===== config.mk =====
export PLATFORM = sky130hd
export DESIGN_NAME = cmd_reader
export DESIGN_NICKNAME = d
export VERILOG_FILES = /design/src/rtl/cmd_pkg.sv /design/src/rtl/cmd_table.sv /design/src/rtl/cmd_reader.sv
export SDC_FILE = /design/constraint.sdc
export NUM_CORES = 1
export LEC_CHECK = 0
export BUFFER_PORTS_ARGS = -buffer_cell sky130_fd_sc_hd__buf_2
export CELL_PAD_IN_SITES_DETAIL_PLACEMENT = 0
export CELL_PAD_IN_SITES_GLOBAL_PLACEMENT = 1
export CORE_AREA = 2 2 117 62
export CTS_BUF_LIST = sky130_fd_sc_hd__clkbuf_8
export CTS_CLUSTER_SIZE = 10
export DETAILED_ROUTE_END_ITERATION = 7
export DIE_AREA = 0 0 119 64
export PLACE_DENSITY_LB_ADDON = 0.1
export SETUP_SLACK_MARGIN = 0.15
export SYNTH_ARGS = -nofsm -noshare
export SYNTH_HDL_FRONTEND = slang
export SYNTH_SLANG_ARGS = --single-unit
export TNS_END_PERCENT = 5

===== constraint.sdc =====
create_clock -name clk -period 3.7 [get_ports clk]
set_input_delay 0.185 -clock clk [delete_from_list [all_inputs] [get_ports clk]]
set_output_delay 0.185 -clock clk [all_outputs]
set_load 0.05 [all_outputs]

===== src/rtl/cmd_pkg.sv =====
// Shared constants for the UART command path: sizes, reader states, control bytes and the command table.
// Also used by the printer's string ROM. Strings are stored first character in bits [7:0].
package cmd_pkg;

    localparam int NUM_CMDS = 4;
    localparam int MAX_LEN  = 8;
    localparam int CMD_ID_W = $clog2(NUM_CMDS);
    localparam int LEN_W    = $clog2(MAX_LEN + 1);
    localparam int STR_W    = MAX_LEN * 8;

    typedef enum logic [1:0] {
        IDLE    = 2'd0,
        MATCH   = 2'd1,
        DISCARD = 2'd2
    } reader_state_t;

    localparam logic [7:0] CR  = 8'h0D;
    localparam logic [7:0] LF  = 8'h0A;
    localparam logic [7:0] BS  = 8'h08;
    localparam logic [7:0] DEL = 8'h7F;

    localparam logic [CMD_ID_W-1:0] CMD_ID_HELP   = CMD_ID_W'(0);
    localparam logic [CMD_ID_W-1:0] CMD_ID_LED    = CMD_ID_W'(1);
    localparam logic [CMD_ID_W-1:0] CMD_ID_STATUS = CMD_ID_W'(2);
    localparam logic [CMD_ID_W-1:0] CMD_ID_RESET  = CMD_ID_W'(3);

    // Characters are concatenated last-first so the first one lands in the low byte.
    localparam logic [STR_W-1:0] CMD_STR_HELP   = STR_W'({"p", "l", "e", "h"});
    localparam logic [STR_W-1:0] CMD_STR_LED    = STR_W'({"d", "e", "l"});
    localparam logic [STR_W-1:0] CMD_STR_STATUS = STR_W'({"s", "u", "t", "a", "t", "s"});
    localparam logic [STR_W-1:0] CMD_STR_RESET  = STR_W'({"t", "e", "s", "e", "r"});

    localparam logic [LEN_W-1:0] CMD_LEN_HELP   = LEN_W'(4);
    localparam logic [LEN_W-1:0] CMD_LEN_LED    = LEN_W'(3);
    localparam logic [LEN_W-1:0] CMD_LEN_STATUS = LEN_W'(6);
    localparam logic [LEN_W-1:0] CMD_LEN_RESET  = LEN_W'(5);

    function automatic logic is_terminator(input logic [7:0] b);
        return (b == CR) || (b == LF);
    endfunction

    function automatic logic is_backspace(input logic [7:0] b);
        return (b == BS) || (b == DEL);
    endfunction

endpackage


===== src/rtl/cmd_table.sv =====
// Combinational command table lookup: entry index to padded string and length.
module cmd_table
    import cmd_pkg::*;
(
    input  logic [CMD_ID_W-1:0] index,
    output logic [STR_W-1:0]    cmd_str,
    output logic [LEN_W-1:0]    cmd_len
);

    always_comb begin
        cmd_str = '0;
        cmd_len = '0;
        case (index)
            CMD_ID_HELP: begin
                cmd_str = CMD_STR_HELP;
                cmd_len = CMD_LEN_HELP;
            end
            CMD_ID_LED: begin
                cmd_str = CMD_STR_LED;
                cmd_len = CMD_LEN_LED;
            end
            CMD_ID_STATUS: begin
                cmd_str = CMD_STR_STATUS;
                cmd_len = CMD_LEN_STATUS;
            end
            CMD_ID_RESET: begin
                cmd_str = CMD_STR_RESET;
                cmd_len = CMD_LEN_RESET;
            end
            default: begin
                cmd_str = '0;
                cmd_len = '0;
            end
        endcase
    end

endmodule


===== src/rtl/cmd_reader.sv =====
// UART command line reader: buffers a line, scans the command table one entry per cycle on a terminator.
// Define CMD_READER_ECHO_EN to build the echo path; otherwise echo_data/echo_enable are tied to 0.
module cmd_reader
    import cmd_pkg::*;
(
    input  logic                clk,
    input  logic                rst_n,
    input  logic [7:0]          rx_data,
    input  logic                rx_valid,
    output logic [CMD_ID_W-1:0] cmd_id,
    output logic                cmd_valid,
    output logic                cmd_error,
    output logic [1:0]          reader_state,
    output logic [LEN_W-1:0]    line_len,
    output logic [7:0]          echo_data,
    output logic                echo_enable
);

    reader_state_t          state_reg, state_next;
    logic [LEN_W-1:0]       line_len_reg, line_len_next;
    logic [CMD_ID_W-1:0]    scan_reg, scan_next;
    logic [CMD_ID_W-1:0]    cmd_id_reg, cmd_id_next;
    logic                   disc_err_reg, disc_err_next;

    logic                   rx_term, rx_bs, in_idle, line_full;
    logic                   term_go, bs_dec, store_byte, overflow;
    logic                   scan_last, line_hit;
    logic [STR_W-1:0]       tbl_str;
    logic [LEN_W-1:0]       tbl_len;
    logic [MAX_LEN-1:0]     byte_eq;

    cmd_table u_cmd_table (
        .index   (scan_reg),
        .cmd_str (tbl_str),
        .cmd_len (tbl_len)
    );

    always_comb begin
        rx_term    = is_terminator(rx_data);
        rx_bs      = is_backspace(rx_data);
        in_idle    = rx_valid && (state_reg == IDLE);
        line_full  = (line_len_reg == LEN_W'(MAX_LEN));
        term_go    = in_idle && rx_term && (line_len_reg != '0);
        bs_dec     = in_idle && rx_bs && (line_len_reg != '0);
        store_byte = in_idle && !rx_term && !rx_bs && !line_full;
        overflow   = in_idle && !rx_term && !rx_bs && line_full;
        scan_last  = (scan_reg == CMD_ID_W'(NUM_CMDS - 1));
    end

    // Each byte slot owns its register; positions past the entry length always compare equal.
    genvar gi;
    generate
        for (gi = 0; gi < MAX_LEN; gi++) begin : g_line
            logic [7:0] byte_reg;

            always_ff @(posedge clk) begin
                if (store_byte && (line_len_reg == LEN_W'(gi)))
                    byte_reg <= rx_data;
            end

            assign byte_eq[gi] = (LEN_W'(gi) >= tbl_len) || (byte_reg == tbl_str[gi*8 +: 8]);
        end
    endgenerate

    assign line_hit = (line_len_reg == tbl_len) && (&byte_eq);

    always_ff @(posedge clk or negedge rst_n) begin
        if (!rst_n) begin
            state_reg    <= IDLE;
            line_len_reg <= '0;
            scan_reg     <= '0;
            cmd_id_reg   <= '0;
            disc_err_reg <= 1'b0;
        end else begin
            state_reg    <= state_next;
            line_len_reg <= line_len_next;
            scan_reg     <= scan_next;
            cmd_id_reg   <= cmd_id_next;
            disc_err_reg <= disc_err_next;
        end
    end

    always_comb begin
        state_next    = state_reg;
        line_len_next = line_len_reg;
        scan_next     = scan_reg;
        cmd_id_next   = cmd_id_reg;
        disc_err_next = 1'b0;
        case (state_reg)
            IDLE: begin
                if (term_go) begin
                    state_next = MATCH;
                    scan_next  = '0;
                end else if (overflow) begin
                    state_next = DISCARD;
                end else if (bs_dec) begin
                    line_len_next = line_len_reg - LEN_W'(1);
                end else if (store_byte) begin
                    line_len_next = line_len_reg + LEN_W'(1);
                end
            end
            MATCH: begin
                if (line_hit) begin
                    cmd_id_next   = scan_reg;
                    line_len_next = '0;
                    state_next    = IDLE;
                end else if (scan_last) begin
                    line_len_next = '0;
                    state_next    = IDLE;
                end else begin
                    scan_next = scan_reg + CMD_ID_W'(1);
                end
            end
            DISCARD: begin
                // The error is registered so it pulses in the cycle after the terminator.
                if (rx_valid && rx_term) begin
                    disc_err_next = 1'b1;
                    line_len_next = '0;
                    state_next    = IDLE;
                end
            end
            default: state_next = IDLE;
        endcase
    end

    always_comb begin
        cmd_valid    = (state_reg == MATCH) && line_hit;
        cmd_error    = ((state_reg == MATCH) && !line_hit && scan_last) || disc_err_reg;
        cmd_id       = cmd_valid ? scan_reg : cmd_id_reg;
        reader_state = state_reg;
        line_len     = line_len_reg;
    end

`ifdef CMD_READER_ECHO_EN
    logic [7:0] echo_data_reg, echo_data_next;
    logic       echo_enable_reg, echo_enable_next;

    always_comb begin
        echo_enable_next = store_byte || bs_dec || term_go;
        echo_data_next   = echo_data_reg;
        if (store_byte)
            echo_data_next = rx_data;
        else if (bs_dec)
            echo_data_next = BS;
        else if (term_go)
            echo_data_next = LF;
    end

    always_ff @(posedge clk or negedge rst_n) begin
        if (!rst_n) begin
            echo_data_reg   <= '0;
            echo_enable_reg <= 1'b0;
        end else begin
            echo_data_reg   <= echo_data_next;
            echo_enable_reg <= echo_enable_next;
        end
    end

    assign echo_data   = echo_data_reg;
    assign echo_enable = echo_enable_reg;
`else
    assign echo_data   = '0;
    assign echo_enable = 1'b0;
`endif

endmodule


## Yosys cells after proc, flatten, opt, wreduce, memory -nomap -nowiden

Index checks and enable logic that the tools add are counted.

- Register bits after elaboration: 75
- Bits of input ports: 11
- Output and inout bits: 19
- Logic and storage cells: 130

- Add/subtract/negate cells: 3
- Order comparisons: 8
- Equal/unequal tests: 35
- Multiplexer cells: 23
- Reduce and logical (&&, ||, !) cells: 48

Operators by type and width:

| kind | number |
|---|---|
| case mux 64 bit (4 select lines) | 1 |
| == test 8 bit | 8 |
| 2-to-1 mux 4 bit | 7 |
| == test 8 x 4 -> 1 bit, second input constant | 3 |
| logical AND 1 bit | 22 |
| 2-to-1 mux 2 bit | 9 |
| == test 4 x 3 -> 1 bit, second input constant | 4 |
| greater-or-equal comparator 3 x 4 -> 1 bit, first input constant | 4 |
| case mux 4 bit (4 select lines) | 1 |
| inequality test 2 bit, second input constant | 6 |
| case mux 4 bit (3 select lines) | 1 |
| logical OR 1 bit | 11 |
| inequality test 3 bit, second input constant | 3 |
| == test 4 x 2 -> 1 bit, second input constant | 2 |
| == test 8 x 7 -> 1 bit, second input constant | 1 |
| greater-or-equal comparator 1 x 4 -> 1 bit, first input constant | 2 |
| greater-or-equal comparator 2 x 4 -> 1 bit, first input constant | 2 |
| AND reduction 8 bit | 1 |
| == test 2 bit, second input constant | 3 |
| case mux 2 bit (3 select lines) | 1 |
| AND reduction 6 bit | 1 |
| adder 4 x 1 -> 4 bit, second input constant | 1 |
| == test 2 x 1 -> 1 bit, second input constant | 2 |
| == test 4 x 1 -> 1 bit, second input constant | 1 |
| other kinds (15) | 20 |

## Logic depth before layout (Yosys ltp)

- Depth after elaboration: 11
- Mapped depth: 10
- Gate-level depth less buffers: 9

## Modules after synthesis

Synthesis repeated with hierarchy kept, for this count alone.

- Cells, all modules: 361
- Area total of the unflattened synthesis: 4349.2 µm²

Modules (own cells, without submodules):

| module | times used | cells an instance | area an instance (µm²) |
|---|---|---|---|
| cmd_reader | 1 | 287 | 3782.4 |
| cmd_table | 1 | 74 | 566.8 |

## Worst setup path after synthesis

OpenSTA, ideal clock, no wires.

- Path type: flip-flop to output port
- Start point: register scan_reg[0]
- End point: output port cmd_id[0]
- Arrival: 3221 ps
- Data required time: 3515 ps
- Slack: 294 ps
- Cell stages (with the launch flop): 11
- Cell sequence: dfrtp_1 > inv_1 > ha_1 > buf_2 > o21bai_2 > xor2_1 > a32oi_1 > nor4_4 > nand2_1 > nor2_1 > mux2_2

- Longest elaborated chain between the ends: 8
- Elaborated cells on any way between the ends: 33
- Those cells by class: order compare: 8; eq/ne: 10; mux: 3; reduce/logical: 12

Ends and longest elaborated chain:

| item | line | text |
|---|---|---|
| from (decl) | cmd_reader.sv:21 | `logic [CMD_ID_W-1:0] scan_reg, scan_next;` |
| from (signal assigned) | cmd_reader.sv:77 | `scan_reg <= scan_next;` |
| == test 2 bit (tied with other cells) | cmd_table.sv:13 | `case (index)` |
| case mux 4 bit (4 select lines) or case mux 64 bit (4 select lines) (tied branches) | cmd_table.sv:13 |  |
| greater-or-equal comparator 1 x 4 -> 1 bit (tied with other cells) | cmd_reader.sv:61 | `assign byte_eq[gi] = (LEN_W'(gi) >= tbl_len) \|\| (byte_reg == tbl_str[gi*8 +: 8]);` |
| logical OR 1 bit | cmd_reader.sv:61 |  |
| AND reduction 8 bit | cmd_reader.sv:65 | `assign line_hit = (line_len_reg == tbl_len) && (&byte_eq);` |
| logical AND 1 bit * | cmd_reader.sv:65 |  |
| logical AND 1 bit * | cmd_reader.sv:127 | `cmd_valid = (state_reg == MATCH) && line_hit;` |
| via cmd_valid | cmd_reader.sv:11 | `output logic cmd_valid,` |
| 2-to-1 mux 2 bit * | cmd_reader.sv:129 | `cmd_id = cmd_valid ? scan_reg : cmd_id_reg;` |
| to (decl) | cmd_reader.sv:10 | `output logic [CMD_ID_W-1:0] cmd_id,` |

Mark *: on every way through the listed nets, which the timed path passes. The rest lies on a longest branch. The select of a mux whose other input is x is not followed.

## Worst setup path in the final report

- Start point: register scan_reg[0]
- End point: output port cmd_id[0]

- Longest elaborated chain between the ends: 8
- Elaborated cells on any way between the ends: 33
- Those cells by class: order compare: 8; eq/ne: 10; mux: 3; reduce/logical: 12

Ends and longest elaborated chain:

| item | line |
|---|---|
| == test 2 bit (tied with other cells) | cmd_table.sv:13 |
| case mux 4 bit (4 select lines) or case mux 64 bit (4 select lines) (tied branches) | cmd_table.sv:13 |
| greater-or-equal comparator 1 x 4 -> 1 bit (tied with other cells) | cmd_reader.sv:61 |
| logical OR 1 bit | cmd_reader.sv:61 |
| AND reduction 8 bit | cmd_reader.sv:65 |
| logical AND 1 bit | cmd_reader.sv:65 |
| logical AND 1 bit | cmd_reader.sv:127 |
| 2-to-1 mux 2 bit * | cmd_reader.sv:129 |

Every way passes the cells marked *; elsewhere a longest branch is shown, timed or not. The select of a mux whose other input is x is not followed.

==> impl_metrics.tcl <==
set metrics [dict create \
    vias_per_cell 5.09 \
    nets 276 \
    ys_top_cells_by_area "edfxtp_1, dfrtp_1, ha_1" \
    gr-total-overflow 0 \
    cts_root_buf "clkbuf_8" \
    synth_edf_count 48 \
    tightest_slew_ns 0.615 \
    ys_warn_count 0 \
    drc 0 \
    final_hold_viol_count 0 \
    final_design_area_no_fill_sq_um 3270 \
    synthDistinctLibCells 52 \
    max_freq_mhz 305 \
    ys.flop_type "edfxtp_1" \
    clock_latency_ns 0.34 \
    setup_viol 0 \
    yosys.area_share.xor_xnor_pct 4.25 \
    num-fill-cells 603 \
    ir_worst_vdd_v 0.000348 \
    hold_depth 1 \
    yosysTopAreaCellShare_pct 50.0 \
    relSlewSlack_pct 59.0 \
    async_flop_share_pct 18.6 \
    die_h_microns 64 \
    antenna_found_initial 0 \
    synth_common_cells "edfxtp_1, ha_1, nand2_1" \
    num_vias 1760 \
    path_max_fanout 8 \
    post-route-min-period_ns 3.28 \
    synth.most_common_cell "edfxtp_1" \
    hp-class "input port to flop" \
    grt_pass1_wl_microns 9610 \
    critical_path_arrival_ns 3.09 \
    die_area_sq_um 7620 \
    avgSynthCellArea_sq_um 13.1 \
    io_pins 30 \
    worst_hold_slack_ns 0.154 \
    status "completed" \
    postRouteAntennaNets 0 \
    drt-total-wl_microns 6020 \
    criticalPathCategory "flop to output port" \
    grt_use_total_pct 17.8 \
    synthAdderAreaFrac_pct 6.51 \
    initial_utilization_pct 44.1 \
    grt_setup_unrepaired "false" \
    grt_max_degree 12 \
    setup_tns_ns 0 \
    p_comb_share_pct 33.6 \
    cts_tree "yes" \
    cp.required_ns 3.51 \
    maxCapViolations 0 \
    seq_area_frac_synth_pct 59.5 \
    synth_top_family_by_area "simple AND/OR/NAND/NOR gates" \
    synthCells 220 \
    fin_crit_sh_pct 88.6 \
    power_density_nw_per_um2 641 \
    drt_first_pass_iters 5 \
    synth.area.mux_share_pct 2.26 \
    p_int_uw 1340 \
    synth_area_leader_cell "edfxtp_1" \
    gp_congestion 0.825 \
    drive_gt1_share_pct 20.5 \
    largest_reg_flops 48 \
    cts.path.max_buffers 2 \
    clk_pin_slew_ns 0.07 \
    rows 21 \
    core_area_sq_um 6540 \
    pwr-share-seq_pct 40.1 \
    rr_worst_depth 10 \
    place_area_sq_um 3050 \
    ys_ff_latch 59 \
    p_leak_uw 0.00125 \
    port_buffers 20 \
    synth_area_sq_um 2880 \
    antenna_cells 0 \
    avgRoutedWirePerCell_microns 17.4 \
    startpoint_type "flop" \
    crit_path_end_kind "output port" \
    cts_htree_levels 3 \
    first_global_vias 1763 \
    p_switching_uw 754 \
    die_x_microns 119 \
    cts_buffers 9 \
    p_clk_share_pct 26.3 \
    drt_iter0_drc 125 \
    finalMaxSlewViolations 0 \
    dp_hpwl_microns 4350 \
    areaGrowthSynthToFinish_pct 13.6 \
    synth-simple-area-share_pct 14.6 \
    final_util_pct 50.0 \
    synth_compound_area_share_pct 8.12 \
    fin_skew_ns 0.00431 \
    cts_sinks 59 \
    switching_share_pct 35.9 \
]
==> power by group through the flow <==
stage / Combinational, uW / Clock (uW) / Sequential, uW
after floorplan: 455 / 0 / 923
after global placement: 684 / 0 / 851
after detailed placement: 683 / 0 / 853
after CTS: 687 / 570 / 839
after global routing: 787 / 597 / 852
final: 705 / 553 / 840
==> stage by stage <==
step / setup slack, ns / cells / total power, uW
2_1_floorplan: 0.294 / 228 / 1380
3_3_place_gp: 0.575 / 329 / 1530
3_5_place_dp: 0.530 / 329 / 1540
4_1_cts: 0.207 / 345 / 2100
5_1_grt: 0.182 / 346 / 2240
6_report: 0.422 / 346 / 2100
==> cells by family after synthesis <==
group | count (synthesis)
fa+ha+maj | 15
mux | 6
flops | 59
other cells | 1
simple gates | 71
buf+inv | 23
compound gates | 31
xor+xnor | 14
==> critical path: stages (launching register included) <==
cell and delay [ns]:
dfrtp_2 0.47, inv_1 0.19, ha_2 0.33, xor2_1 0.09, nor3_1 0.30, a41oi_1 0.16, o22ai_1 0.31, nand2_1 0.12
nor2_1 0.19, mux2_2 0.38, buf_2 0.21
==> area by class of cell <==
class | count | area (sq um) | area share (%)
clock buffers | 9 | 124 | 3.78
well taps | 92 | 115 | 3.52
flip-flops and latches | 59 | 1720 | 52.5
repair buffers | 24 | 133 | 4.05
clock inverters | 6 | 57.6 | 1.76
inverters | 10 | 37.5 | 1.15
multi-input cells | 146 | 1090 | 33.3
==> metal layers <==
metal / share of wire [%] / track usage (%) / vias up / wire (microns)
met2: 43 / 25.1 / 40 / 2570
met1: 51 / 25.0 / 849 / 3090
met3: 5.0 / 6.52 / 5 / 300
met4: 0.90 / 6.85 / 0 / 54
li1: - / - / 866 / -
met5: 0 / 0 / - / 0
==> repair_timing <==
action,4_1_cts,5_1_grt
setup endpoints to repair,2,2
pin swaps,0,1
hold buffers,1,0
endpoints found under the hold margin,11,0
buffers inserted,0,1
gates resized for setup,1,5
==> cell usage in the layout (no fill, tap or decap), drive strengths merged, types with 5 or more instances in the layout <==
cell type / n
inv: 10
nor3: 7
nand3: 5
conb: 9
nand2: 12
ha: 15
clkinv: 5
clkbuf: 9
nor2: 6
dfrtp: 11
buf: 23
edfxtp: 48
and2: 8
nor4: 6
xor2: 11
==> worst paths after layout <==
kind,start,slack (ns),endpoint
worst max-delay path,scan_reg[0],0.42,cmd_id[0]
worst min-delay path,rx_data[7],0.15,g_line[5].byte_reg[7]
worst max register to register,scan_reg[0],0.83,line_len[2]
worst min register to register,cmd_id_reg[1],0.50,cmd_id_reg[1]
max in group asynchronous,rst_n,3.23,scan_reg[0]
min in group asynchronous,rst_n,0.24,line_len[2]
Power figures use the tool's default switching activity.
